<file path="config.mk">
export PLATFORM = sky130hd
export DESIGN_NAME = vs_spi_sched_flat
export DESIGN_NICKNAME = d
export VERILOG_FILES = /design/src/rtl/vs_spi_sched_pkg.sv /design/src/rtl/vs_spi_sched_if.sv /design/src/rtl/vs_spi_sched_shifter.sv /design/src/rtl/vs_spi_sched.sv /design/src/flat_wrapper.sv
export SDC_FILE = /design/constraint.sdc
export NUM_CORES = 1
export LEC_CHECK = 0
export CAP_MARGIN = 20
export CORE_MARGIN = 10
export CORE_UTILIZATION = 45
export DETAILED_ROUTE_END_ITERATION = 12
export GPL_TIMING_DRIVEN = 0
export PLACE_DENSITY = 0.68
export SETUP_SLACK_MARGIN = 0.2
export SLEW_MARGIN = 20
export SYNTH_ARGS = -nofsm -noshare
export SYNTH_HDL_FRONTEND = slang
export SYNTH_SLANG_ARGS = --single-unit
</file>
<file path="constraint.sdc">
create_clock -name clk -period 4.85 [get_ports clk]
set_input_delay 0.7275 -clock clk [delete_from_list [all_inputs] [get_ports clk]]
set_output_delay 0.7275 -clock clk [all_outputs]
set_load 0.05 [all_outputs]
</file>
<file path="src/rtl/vs_spi_sched_pkg.sv">
// vs_pkg: shared constants, state encoding and frame builder for the
// VS10xx SPI scheduler.
package vs_pkg;

    localparam logic [7:0] SCI_WRITE_OP = 8'h02;
    localparam logic [7:0] SCI_MODE     = 8'h00;
    localparam logic [7:0] SCI_VOL      = 8'h0B;

    typedef enum logic [1:0] {
        ST_IDLE = 2'd0,
        ST_SCI  = 2'd1,
        ST_SDI  = 2'd2,
        ST_GAP  = 2'd3
    } sched_state_e;

    // Full 32-bit SCI write frame, shifted MSB first.
    function automatic logic [31:0] sci_frame(input logic [7:0] addr, input logic [15:0] data);
        return {SCI_WRITE_OP, addr, data[15:8], data[7:0]};
    endfunction

endpackage

</file>
<file path="src/rtl/vs_spi_sched_if.sv">
// Requester-side bundle of the scheduler: SCI command and SDI byte handshakes.
interface vs_spi_sched_if;

    logic        i_pause;
    logic        i_cmd_valid;
    logic [7:0]  i_cmd_addr;
    logic [15:0] i_cmd_data;
    logic        o_cmd_ready;
    logic        o_cmd_done;
    logic        i_dat_valid;
    logic [7:0]  i_dat_byte;
    logic        o_dat_ready;

    // Requester side (player FSM / file reader).
    modport master (
        output i_pause, i_cmd_valid, i_cmd_addr, i_cmd_data, i_dat_valid, i_dat_byte,
        input  o_cmd_ready, o_cmd_done, o_dat_ready
    );

    // Scheduler side.
    modport slave (
        input  i_pause, i_cmd_valid, i_cmd_addr, i_cmd_data, i_dat_valid, i_dat_byte,
        output o_cmd_ready, o_cmd_done, o_dat_ready
    );

endinterface

</file>
<file path="src/rtl/vs_spi_sched_shifter.sv">
// vs_spi_shifter: SPI mode-0 byte serializer. A load starts a byte; the
// near-done flag fires one cycle before the final SCK fall so the owner can
// register a reload that lands exactly on that fall (gapless bytes).
module vs_spi_shifter #(
    parameter int CLK_DIV = 4
) (
    input  logic       clk,
    input  logic       rst,
    input  logic       load_i,
    input  logic [7:0] byte_i,
    output logic       sck_o,
    output logic       si_o,
    output logic       near_done_o
);

    localparam int CW = (CLK_DIV > 1) ? $clog2(CLK_DIV) : 1;

    logic [CW-1:0] div_q;
    logic [2:0]    bit_q;
    logic [7:0]    shreg_q;
    logic          active_q;
    logic          sck_q;
    logic          si_q;
    logic          phase_end;

    assign phase_end = (div_q == CW'(CLK_DIV - 1));

    // Half-period divider, SCK toggle and MSB-first shift; a load overrides everything.
    always_ff @(posedge clk or posedge rst) begin
        if (rst) begin
            div_q    <= '0;
            bit_q    <= '0;
            shreg_q  <= '0;
            active_q <= 1'b0;
            sck_q    <= 1'b0;
            si_q     <= 1'b0;
        end else if (load_i) begin
            shreg_q  <= {byte_i[6:0], 1'b0};
            si_q     <= byte_i[7];
            sck_q    <= 1'b0;
            div_q    <= '0;
            bit_q    <= '0;
            active_q <= 1'b1;
        end else if (active_q) begin
            if (phase_end) begin
                div_q <= '0;
                if (!sck_q) begin
                    sck_q <= 1'b1;
                end else begin
                    sck_q <= 1'b0;
                    if (bit_q == 3'd7) begin
                        active_q <= 1'b0;
                        si_q     <= 1'b0;
                    end else begin
                        bit_q   <= bit_q + 3'd1;
                        si_q    <= shreg_q[7];
                        shreg_q <= {shreg_q[6:0], 1'b0};
                    end
                end
            end else begin
                div_q <= div_q + CW'(1);
            end
        end
    end

    assign sck_o       = sck_q;
    assign si_o        = si_q;
    assign near_done_o = active_q && sck_q && (bit_q == 3'd7) && (div_q == CW'(CLK_DIV - 2));

endmodule

</file>
<file path="src/rtl/vs_spi_sched.sv">
// vs_spi_sched: arbitrates the SCI command path and SDI data path onto one
// SPI serializer, gated by DREQ, and drives the VS10xx chip-selects.
module vs_spi_sched
    import vs_pkg::*;
#(
    parameter int CLK_DIV    = 4,
    parameter int BURST_LEN  = 32,
    parameter int GAP_CYCLES = 2
) (
    input  logic              clk,
    input  logic              rst,
    input  logic              i_DREQ,
    vs_spi_sched_if.slave     req,
    output logic              o_XCS,
    output logic              o_XDCS,
    output logic              o_SCK,
    output logic              o_SI,
    output logic              o_busy
);

    localparam int BW = $clog2(BURST_LEN + 1);
    localparam int GW = (GAP_CYCLES > 1) ? $clog2(GAP_CYCLES) : 1;

    sched_state_e  state_q;
    logic          last_cmd_q;
    logic          cmd_ready_q;
    logic          cmd_done_q;
    logic          dat_ready_q;
    logic          load_q;
    logic          near_q;
    logic [7:0]    byte_q;
    logic [23:0]   frame_q;
    logic [1:0]    left_q;
    logic [BW-1:0] burst_q;
    logic [GW-1:0] gap_q;
    logic          xcs_q;
    logic          xdcs_q;

    logic          near_done;
    logic          cmd_cand;
    logic          dat_cand;
    logic [31:0]   frame_w;

    assign cmd_cand = req.i_cmd_valid;
    assign dat_cand = req.i_dat_valid && !req.i_pause;
    assign frame_w  = sci_frame(req.i_cmd_addr, req.i_cmd_data);

    vs_spi_shifter #(.CLK_DIV(CLK_DIV)) u_shifter (
        .clk        (clk),
        .rst        (rst),
        .load_i     (load_q),
        .byte_i     (byte_q),
        .sck_o      (o_SCK),
        .si_o       (o_SI),
        .near_done_o(near_done)
    );

    // Scheduler FSM: arbitration, frame/burst sequencing, chip-selects and pulses.
    // A requested item is captured at the same edge that raises its accept pulse.
    always_ff @(posedge clk or posedge rst) begin
        if (rst) begin
            state_q     <= ST_IDLE;
            last_cmd_q  <= 1'b0;
            cmd_ready_q <= 1'b0;
            cmd_done_q  <= 1'b0;
            dat_ready_q <= 1'b0;
            load_q      <= 1'b0;
            near_q      <= 1'b0;
            byte_q      <= '0;
            frame_q     <= '0;
            left_q      <= '0;
            burst_q     <= '0;
            gap_q       <= '0;
            xcs_q       <= 1'b1;
            xdcs_q      <= 1'b1;
        end else begin
            cmd_ready_q <= 1'b0;
            cmd_done_q  <= 1'b0;
            dat_ready_q <= 1'b0;
            load_q      <= 1'b0;
            near_q      <= near_done;
            case (state_q)
                ST_IDLE: begin
                    if (i_DREQ) begin
                        if (cmd_cand && (!dat_cand || !last_cmd_q)) begin
                            state_q     <= ST_SCI;
                            cmd_ready_q <= 1'b1;
                            load_q      <= 1'b1;
                            last_cmd_q  <= 1'b1;
                            byte_q      <= frame_w[31:24];
                            frame_q     <= frame_w[23:0];
                            left_q      <= 2'd3;
                        end else if (dat_cand) begin
                            state_q     <= ST_SDI;
                            dat_ready_q <= 1'b1;
                            load_q      <= 1'b1;
                            last_cmd_q  <= 1'b0;
                            byte_q      <= req.i_dat_byte;
                            burst_q     <= BW'(1);
                        end
                    end
                end
                ST_SCI: begin
                    if (load_q) begin
                        xcs_q <= 1'b0;
                    end
                    if (near_done) begin
                        if (left_q != 2'd0) begin
                            load_q  <= 1'b1;
                            byte_q  <= frame_q[23:16];
                            frame_q <= {frame_q[15:0], 8'h00};
                            left_q  <= left_q - 2'd1;
                        end
                    end else if (near_q && !load_q) begin
                        state_q    <= ST_GAP;
                        xcs_q      <= 1'b1;
                        cmd_done_q <= 1'b1;
                        gap_q      <= '0;
                    end
                end
                ST_SDI: begin
                    if (load_q) begin
                        xdcs_q <= 1'b0;
                    end
                    if (near_done) begin
                        // DREQ is not consulted here: a burst fits the decoder FIFO.
                        if ((burst_q < BW'(BURST_LEN)) && dat_cand) begin
                            load_q      <= 1'b1;
                            dat_ready_q <= 1'b1;
                            byte_q      <= req.i_dat_byte;
                            burst_q     <= burst_q + BW'(1);
                        end
                    end else if (near_q && !load_q) begin
                        state_q <= ST_GAP;
                        xdcs_q  <= 1'b1;
                        gap_q   <= '0;
                    end
                end
                ST_GAP: begin
                    if (gap_q == GW'(GAP_CYCLES - 1)) begin
                        state_q <= ST_IDLE;
                    end else begin
                        gap_q <= gap_q + GW'(1);
                    end
                end
                default: state_q <= ST_IDLE;
            endcase
        end
    end

    assign req.o_cmd_ready = cmd_ready_q;
    assign req.o_cmd_done  = cmd_done_q;
    assign req.o_dat_ready = dat_ready_q;
    assign o_XCS           = xcs_q;
    assign o_XDCS          = xdcs_q;
    assign o_busy          = (state_q != ST_IDLE);

endmodule

</file>
<file path="src/flat_wrapper.sv">
// flat-port wrapper written by rule: the top's interface ports become plain ports
module vs_spi_sched_flat import vs_pkg::*;
#(
    parameter int CLK_DIV    = 4,
    parameter int BURST_LEN  = 32,
    parameter int GAP_CYCLES = 2
)
  (clk, rst, i_DREQ, o_XCS, o_XDCS, o_SCK, o_SI, o_busy, req_i_pause, req_i_cmd_valid, req_i_cmd_addr, req_i_cmd_data, req_i_dat_valid, req_i_dat_byte, req_o_cmd_ready, req_o_cmd_done, req_o_dat_ready);
  vs_spi_sched_if req_i ();
  input  logic clk;
  input  logic rst;
  input  logic i_DREQ;
  output logic o_XCS;
  output logic o_XDCS;
  output logic o_SCK;
  output logic o_SI;
  output logic o_busy;
  input wire logic [$bits(req_i.i_pause)-1:0] req_i_pause;
  input wire logic [$bits(req_i.i_cmd_valid)-1:0] req_i_cmd_valid;
  input wire logic [$bits(req_i.i_cmd_addr)-1:0] req_i_cmd_addr;
  input wire logic [$bits(req_i.i_cmd_data)-1:0] req_i_cmd_data;
  input wire logic [$bits(req_i.i_dat_valid)-1:0] req_i_dat_valid;
  input wire logic [$bits(req_i.i_dat_byte)-1:0] req_i_dat_byte;
  output wire logic [$bits(req_i.o_cmd_ready)-1:0] req_o_cmd_ready;
  output wire logic [$bits(req_i.o_cmd_done)-1:0] req_o_cmd_done;
  output wire logic [$bits(req_i.o_dat_ready)-1:0] req_o_dat_ready;
  assign req_i.i_pause = req_i_pause;
  assign req_i.i_cmd_valid = req_i_cmd_valid;
  assign req_i.i_cmd_addr = req_i_cmd_addr;
  assign req_i.i_cmd_data = req_i_cmd_data;
  assign req_i.i_dat_valid = req_i_dat_valid;
  assign req_i.i_dat_byte = req_i_dat_byte;
  assign req_o_cmd_ready = req_i.o_cmd_ready;
  assign req_o_cmd_done = req_i.o_cmd_done;
  assign req_o_dat_ready = req_i.o_dat_ready;
  vs_spi_sched #(.CLK_DIV(CLK_DIV), .BURST_LEN(BURST_LEN), .GAP_CYCLES(GAP_CYCLES)) u_core (.clk(clk), .rst(rst), .i_DREQ(i_DREQ), .req(req_i), .o_XCS(o_XCS), .o_XDCS(o_XDCS), .o_SCK(o_SCK), .o_SI(o_SI), .o_busy(o_busy));
endmodule
</file>
; ---- Word level (Yosys, flattened, before mapping)
; Index checks and enable logic that the tools add are counted.
[totals]
out_inout_bits = 8
wordCells = 165
in_bits = 38
regBits = 67
[op_classes]
n_reduce_logical = 33
addsub = 5
order_cmp = 1
mux = 87
eq_ne = 19
[ops]
columns = op, count
row1 = two-way mux 24 bit, 4
row2 = two-way mux 8 bit, 12
row3 = case mux 24 bit (2 select lines), 1
row4 = two-way mux 1 bit, 40
row5 = two-way mux 6 bit, 5
row6 = two-way mux 2 bit, 13
row7 = case mux 8 bit (3 select lines), 1
row8 = "!= test 2 x 1 -> 1 bit, second input constant", 9
row9 = nonzero test 2 bit, 9
row10 = two-way mux 3 bit, 5
row11 = case mux 6 bit (2 select lines), 1
row12 = AND reduction 5 bit, 2
row13 = AND reduction 3 bit, 3
row14 = "== test 2 bit, second input constant", 4
row15 = logical AND 1 bit, 7
row16 = AND reduction 7 bit, 1
row17 = "adder 6 x 1 -> 6 bit, second input constant", 1
row18 = "< comparator 6 bit, second input constant", 1
row19 = "!= test 2 bit, second input constant", 3
row20 = case mux 2 bit (3 select lines), 1
row21 = AND reduction 6 bit, 1
row22 = zero test 1 bit, 4
row23 = case mux 1 bit (2 select lines), 2
row24 = case mux 2 bit (2 select lines), 1
row25 = 14 further kinds, 14

; ---- Longest topological paths before layout
; Gate-level depths: netlist of run 1.
[logic_depth]
word_depth = 8
depth_mapped = 8
depth_no_buf = 7

; ---- Cells and area by module
; A second synthesis of run 1 with hierarchy kept.
[unflattened]
hier_cells = 289
hier_area_um2 = 3489.6
[modules_own_cells]
columns = module, cells_per_inst, area_per_inst_um2, seq_area_each_um2, n_inst
row1 = vs_spi_sched, 227, 2686.3, 1278.7, 1
row2 = vs_spi_shifter, 62, 803.3, 375.4, 1

; ---- Worst setup path before layout of run 1
; OpenSTA, ideal clock, no wires.
[synth_timing]
path_type = input to register
start = input port req_i_pause
end = register u_core.burst_q[4]
cell_stages = 5
t_required_ps = 4724
arrival_ps = 2036
slack_ps = 2688
n_path_buf = 1
setup_time_ps = 126
path_cell_list = nand2b_1 or4_1 buf_2 a21o_1 a221o_1
[synth_between]
elab_chain_len = 7
word_cells_on_any_way = 10
cone_classes = eq/ne (3) / reduce/logical (7)
[synth_lines]
columns = item, line
row1 = from (decl), flat_wrapper.sv:18  ; input wire logic [$bits(req_i.i_pause)-1:0] req_i_pause;
row2 = zero test 1 bit (*), vs_spi_sched.sv:45  ; assign dat_cand = req.i_dat_valid && !req.i_pause;
row3 = logical AND 1 bit (*), vs_spi_sched.sv:45
row4 = zero test 1 bit, vs_spi_sched.sv:85  ; if (cmd_cand && (!dat_cand || !last_cmd_q)) begin
row5 = logical OR 1 bit, vs_spi_sched.sv:85
row6 = logical AND 1 bit, vs_spi_sched.sv:85
row7 = != test 2 bit (no line), n/a
row8 = AND reduction 6 bit (no line) (*), n/a
row9 = to (signal assigned), vs_spi_sched.sv:131  ; burst_q <= burst_q + BW'(1);
row10 = to (decl), vs_spi_sched.sv:34  ; logic [BW-1:0] burst_q;
; Every way passes the cells marked *; elsewhere a longest branch is shown, timed or not.
; A chain may end at the register's enable or synchronous reset.

; ---- Final worst setup path of run 1
[layout_timing]
start = register u_core.state_q[0]
end = output port o_busy
[layout_between]
elab_chain_len = 1
[layout_lines]
columns = item, line
row1 = from (decl), vs_spi_sched.sv:24  ; sched_state_e state_q;
row2 = from (signal assigned), vs_spi_sched.sv:62  ; state_q <= ST_IDLE;
row3 = from (signal assigned), vs_spi_sched.sv:86  ; state_q <= ST_SCI;
row4 = from (signal assigned), vs_spi_sched.sv:94  ; state_q <= ST_SDI;
row5 = nonzero test 2 bit, vs_spi_sched.sv:156  ; assign o_busy = (state_q != ST_IDLE);
row6 = to (decl), flat_wrapper.sv:17  ; output logic o_busy;
; No other way between the ends.

==> impl_metrics.csv, run 1 <==
group,metric,value,unit
sta,finalMaxSlewViolations,0,
sta,finalCritPeriodShare,0.589,
min_path,min_path_type,"flop to flop",
sta,period_needed,2860,ps
sta,hold_viol,0,
sta,relSlewSlack,0.481,
power_and_ir_drop,ir_drop,0.147,mV
finish,drive_gt1_frac,0.103,
clock_tree,cts_setup_buffers,0,
sta,tightest_slew,779,ps
placement,io_buffers,45,
synthesis,syn_inst,307,
clock_tree,cts_buffer_depth,2,
die,die_area,11100,um^2
synthesis,synthMuxAreaShare,0.104,
critical_path,critPathRequiredTime,4120,ps
synthesis,syn_avg_cell_area,10.7,um^2
finish,final_area,4050,um^2
clock_tree,cts_made_buffers,9,
critical_path,start_kind,"flop",
sta,fmax,350,MHz
synthesis,syn_area,3270,um^2
sta,rsz0062_at_grt,"false",
synthesis,post_synth_num_cell_types,48,
detailed_routing,firstDrtPassIters,4,
clock_tree,cts_hold_buffers,0,
die,initial_core_util,0.456,
grt,grtUsageTotal,0.134,
grt,overflow,0,
finish,area_growth,23.7,%
finish,diodes,0,
clock_tree,path_clk_slew,60,ps
placement,placed_area,3870,um^2
finish,final_common_cell,"dfrtp_1",
placement,place_congestion,0.761,
detailed_routing,drc,0,
power_and_ir_drop,p_per_area,258,nW/um^2
synthesis,synth_top_family_by_area,"compound AO/OA/AOI/OAI gates",
synthesis,synth-simple-area-share,0.0975,
clock_tree,clk-insertion-delay-late,340,ps
critical_path,endpoint_kind,"primary output",
grt,grt_max_degree,43,
clock_tree,cts_tree,"yes",
sta,worst_clock_skew,9.08,ps
die,io_pins,46,
detailed_routing,wirelength,7210,um
power_and_ir_drop,clock_power_share,0.417,
power_and_ir_drop,power_frac_seq,0.528,
sta,hold_slack,487,ps
die,core,7180,um^2
detailed_routing,drt-initial-drc-count,79,
detailed_routing,via_per_inst,5.31,
die,fp.dieW,105,um
placement,dp_hpwl,5460,um
synthesis,yosys_warnings,0,
die,die_h,105,um
grt,antenna_found_initial,0,
die,std_cell_rows,31,
finish,n_fill_cell,652,
synthesis,async_flop_share,1.00,
power_and_ir_drop,power_switching,223,uW
power_and_ir_drop,pwr-share-comb,0.056,
synthesis,synth_nets,357,
grt,grt_pass1_wl,12400,um
synthesis,synth-seq-area-share,0.505,
detailed_routing,ant_nets,0,
sta,setup_violations,0,
synthesis,synth_edf_count,0,
power_and_ir_drop,switching_share,0.214,
clock_tree,htree_levels,3,
clock_tree,clock-sinks,66,
detailed_routing,vias,2483,
synthesis,ys.flop_type,"dfrtp_1",
critical_path,crit_fanout,7,
synthesis,synthXorXnorAreaFrac,0.00803,
synthesis,synth_compound_area_frac,0.196,
grt,grt_pass1_vias,2582,
clock_tree,cts_resized,0,
synthesis,yosys_register_bits,66,
power_and_ir_drop,leakage,0.00184,uW
sta,fin_setup_tns,0,ps
synthesis,synthAdderAreaFrac,0.0459,
finish,final_cell_mix,"dfrtp_1 (64), clkdlybuf4s50_1 (45), a21oi_1 (39)",
critical_path,crit_type,"flop to primary output",
finish,fin_nets,414,
critical_path,cp.arrival,2130,ps
power_and_ir_drop,power.internal,822,uW
detailed_routing,routedWlPerCell,15.4,um
clock_tree,cts_root_buffer,"clkbuf_8",
outcome,status,"completed",
job,drv_cap,0,
==> cell families after synthesis <==
logic type / Yosys count
xor+xnor: 3
flops: 66
buf+inv: 33
fa+ha+maj: 12
simple gates: 62
mux: 33
compound gates: 98
==> state kept, by name (all words and copies together), names as in the netlist, 2 cells and up <==
| signal | flops |
|---|---|
| u_core.burst_q | 6 |
| u_core.byte_q | 8 |
| u_core.frame_q | 24 |
| u_core.left_q | 2 |
| u_core.state_q | 2 |
| u_core.u_shifter.bit_q | 3 |
| u_core.u_shifter.div_q | 2 |
| u_core.u_shifter.shreg_q | 7 |
==> final cells by class <==
class | count | area (um^2) | share of cell area
well taps | 99 | 124 | 0.0306
plain buffers | 17 | 80.1 | 0.0198
repair buffers | 46 | 470 | 0.116
clock buffers | 13 | 139 | 0.0343
inverters | 16 | 62.6 | 0.0155
clock inverters | 3 | 40.0 | 0.00989
flip-flops and latches | 66 | 1650 | 0.409
multi-input cells | 208 | 1480 | 0.365
==> cell usage after synthesis, types with 3 or more instances <==
cell / number / share of area
a31oi_1: 6 / 0.011
mux2_2: 8 / 0.028
clkbuf_1: 8 / 0.0092
a22o_1: 8 / 0.021
nor2b_1: 4 / 0.0076
a32o_1: 5 / 0.015
nand2b_1: 4 / 0.0076
ha_1: 12 / 0.046
nand2_1: 19 / 0.022
a22oi_1: 5 / 0.011
o21ai_0: 15 / 0.023
nor3_1: 4 / 0.0061
inv_1: 16 / 0.018
a21o_1: 4 / 0.0092
o2bb2ai_1: 3 / 0.0080
dfrtp_1: 64 / 0.49
a21oi_1: 39 / 0.060
nor2_1: 13 / 0.015
buf_4: 3 / 0.0069
mux2i_1: 25 / 0.076
buf_2: 3 / 0.0046
nand3_1: 7 / 0.011
==> power by group through the flow <==
stage	Sequential (uW)	Combinational, uW	Clock (uW)
6_report	552	58.1	436
3_5_place_dp	562	59.0	0
3_3_place_gp	562	55.9	0
4_1_cts	552	59.3	446
5_1_grt	551	63.7	472
2_1_floorplan	562	18.6	0
==> metal layers <==
metal	share of wire	global-route usage	wire length (um)
met1	0.45	0.163	3270
met2	0.48	0.216	3460
met3	0.051	0.0408	367
met4	0.016	0.0559	115
met5	0	0	0
==> critical path, cell delays in order (launching register included) <==
cell	delay (ps)
dfrtp_1	430
inv_1	110
ha_1	300
inv_1	130
clkdlybuf4s50_1	810
==> stage by stage <==
stage	instances	power [uW]	utilization	setup slack [ps]
floorplan	307	581	-	2470
global placement	451	618	0.536	1280
detailed placement	452	621	0.539	2100
CTS	468	1060	0.564	1990
global route	468	1090	0.564	1890
finish	468	1050	0.564	1990
==> worst paths after layout <==
path / from / endpoint / slack [ps] / cells past startpoint
max in group asynchronous: rst / u_core.o_XDCS / 3550 / 3
hold reg to reg: u_core.byte_q[2] / u_core.u_shifter.shreg_q[3] / 490 / 2
setup reg to reg: u_core.state_q[1] / u_core.frame_q[17] / 2490 / 8
hold / removal: u_core.byte_q[2] / u_core.u_shifter.shreg_q[3] / 490 / 2
setup / recovery: u_core.state_q[0] / o_busy / 1990 / 4
min in group asynchronous: rst / u_core.frame_q[0] / 710 / 2
(Power assumes the default switching activity.)
==> inputs of run 2 (changes only) <==
Clock period 4.85 ns to 2.95 ns, I/O delays scaled along.
==> results of run 2 <==
The final DEF is identical to that of run 1. Status: completed.
Among the figures that moved: setup slack after placement 2100 ps -> 488 ps; clock-pin slew on the worst setup and hold paths 60 ps -> 70 ps; setup slack after layout 1990 ps -> 377 ps; hold slack 487 ps -> 421 ps; register-to-register setup slack 2490 ps -> 590 ps; total power 1050 uW -> 1720 uW; worst IR drop on VDD 0.147 mV -> 0.241 mV
==> variant, RTL diff (flow settings as in run 1) <==
Reset style: synchronous (`rst`), changed in 2 clocked blocks.
--- a/src/rtl/vs_spi_sched_shifter.sv
+++ b/src/rtl/vs_spi_sched_shifter.sv
@@ -28,3 +28,3 @@
     // Half-period divider, SCK toggle and MSB-first shift; a load overrides everything.
-    always_ff @(posedge clk or posedge rst) begin
+    always_ff @(posedge clk) begin
         if (rst) begin
--- a/src/rtl/vs_spi_sched.sv
+++ b/src/rtl/vs_spi_sched.sv
@@ -59,3 +59,3 @@
     // A requested item is captured at the same edge that raises its accept pulse.
-    always_ff @(posedge clk or posedge rst) begin
+    always_ff @(posedge clk) begin
         if (rst) begin
Formal check against the unedited RTL: differs if rst is asserted again (counterexample within 4 cycles, from zero or initial values and one cycle with rst high); with rst held inactive, the same outputs for 10 cycles.
==> variant against run 1 <==
- area after synthesis fell by 4.0%
- utilization rose by 1.2 points
- worst setup slack got worse by 22 ps
- clock skew fell by 1.8 ps
- sequential cell count did not move
- wire length fell by 3.9%
- sequential share of layout area fell by 7.1 points
- design area fell by 3.2%
- critical path type unchanged
- critical endpoint unchanged
- largest cell class is now multi-input combinational cells
Power is not compared: it rests on default switching activity, and its combinational part moved more than twofold at a synthesized area within 25%.
==> variant: results (changes against run 1) <==
| Metric | Value |
|---|---|
| Status | `complete, no violations` |
| # fillers | `623 (-4.4%)` |
| Sequential share of the synthesized area | `42.05% (-8.5 points)` |
| Commonest cells in the netlist | `66 x dfxtp_1, 51 x nor2_1, 27 x mux2i_1` |
| Vias in the first global route | `2,510 (-2.8%)` |
| Crit. Startpoint | `u_core.state_q[0]$_SDFFE_PP0P_` |
| Max_slew headroom | `44.70% (-3.4 points)` |
| Layout cells sized above 1 | `10.82% (+0.53 points)` |
| Hold Startpoint | `u_core.byte_q[0]$_SDFFE_PP0P_` |
| Setup Skew | `7.260 ps (-1.820 ps)` |
| RR Endpoint | `u_core.state_q[1]$_SDFFE_PP0P_` |
| Critical path's top delay family | `buffers and inverters` |
| Post-DP Area | `3712 um2 (-4.1%)` |
| Routing usage on met2 | `20.36% (-1.3 points)` |
| Clk slew on worst S/H paths | `70 ps` |
| Flop2flop setup slack | `2660 ps (+170 ps)` |
| DP Worst Slack | `1906 ps (-197.0 ps)` |
| Final wirelength | `6923 um (-3.9%)` |
| Worst hold path type | `register to register` |
| Met3 Wirelength | `389 um (+6.0%)` |
| Max clock buf depth | `2 (unchanged)` |
| Starting DRT DRC Count | `97 (+23%)` |
| Crit-path max cell delay | `810 ps (about the same)` |
| Crit Path Max Fanout | `8 (+1)` |
| Synth top area share | `42.05% (-6.9 points)` |
| Max Cap Violations | `0 (unchanged)` |
| Asr flop ratio synth | `0% (-100 points)` |
| Gpl congestion | `0.8305 (+9.2%)` |
| Via density | `5.110 (-3.7%)` |
| Total global-route track usage | `12.89% (-0.52 points)` |
| Synthesized Nets | `377 (+5.6%)` |
| DP HPWL | `5332 um (-2.4%)` |
| Largest cells by area after synthesis | `dfxtp_1 42%, mux2i_1 8.6%, nor2_1 6.1%, ha_1 4.8%, a211oi_1 4.1%` |
| WP data arrival | `2150 ps (+20 ps)` |
| Largest net degree at the start of global routing | `12 (-72%)` |
| Met2 WL | `3138 um (-9.3%)` |
| Leakage | `1.512 nW` |
| FF-to-FF Start | `u_core.u_shifter.bit_q[0]$_SDFFE_PP0P_` |
| Final net count | `433 (+4.6%)` |
| Setup WS post-layout | `1970 ps (-22.25 ps)` |
| 1st-pass router iterations | `4 (unchanged)` |
| Post-CTS setup buffers | `0 (unchanged)` |
| GRT met1 Usage | `15.83% (-0.46 points)` |
| Met3 Use GR | `3.779% (-0.30 points)` |
| Length of routed wiring on met1 | `3278 um (+0.40%)` |
| Worst r2r path cells | `7 (-1)` |
| First-pass GRT wire length | `11,760 um (-5.1%)` |
variant: worst min path at each step:
stage / end / depth (start not counted)
floorplan: u_core.u_shifter.shreg_q[1]$_SDFFE_PP0P_ / 2
detailed placement: u_core.u_shifter.shreg_q[1]$_SDFFE_PP0P_ / 2
global route: u_core.frame_q[6]$_SDFFE_PP0P_ / 1
finish: u_core.u_shifter.shreg_q[1]$_SDFFE_PP0P_ / 2
global placement: u_core.u_shifter.shreg_q[1]$_SDFFE_PP0P_ / 2
CTS: u_core.u_shifter.shreg_q[1]$_SDFFE_PP0P_ / 2
variant: cell families (layout without fill, tap and decap cells):
logic type                 count (synthesis)  in the layout  synth area share (%)
muxes                                     40             40                 14.10
AOI/OAI and AO/OA                         73             73                 17.52
and+or+nand+nor                          105            105                 17.05
xor gates and xnor gates                   2              2                0.5576
buffers and inverters                     29             90                 3.943
DFF                                       66             66                 42.06
adders and majority gates                 12             12                 4.779
variant: power groups by stage:
stage / clock network [mW] / registers [mW] / logic, mW
2_1_floorplan: 0 / 0.743 / 0.619
3_3_place_gp: 0 / 0.749 / 0.791
3_5_place_dp: 0 / 0.754 / 0.798
4_1_cts: 0.481 / 0.742 / 0.801
5_1_grt: 0.502 / 0.757 / 0.899
6_report: 0.472 / 0.740 / 0.798
variant: stage by stage:
stage / hold WS [ps] / util [%] / instances
final: 454.9 / 57.66 / 484
after floorplan: 427.3 / - / 327
after global placement: 440.1 / 54.64 / 468
after global routing: 494.0 / 57.66 / 484
after CTS: 457.8 / 57.66 / 484
after detailed placement: 445.2 / 54.64 / 468
variant: layout make-up:
cell class,instances,area share (%)
buffer,19,2.204
tap,96,3.066
sequential,66,33.73
multi-input combinational,232,43.31
clock buffer,12,3.960
clock inverter,4,1.278
inverter,10,0.9582
timing repair buffer,45,11.50
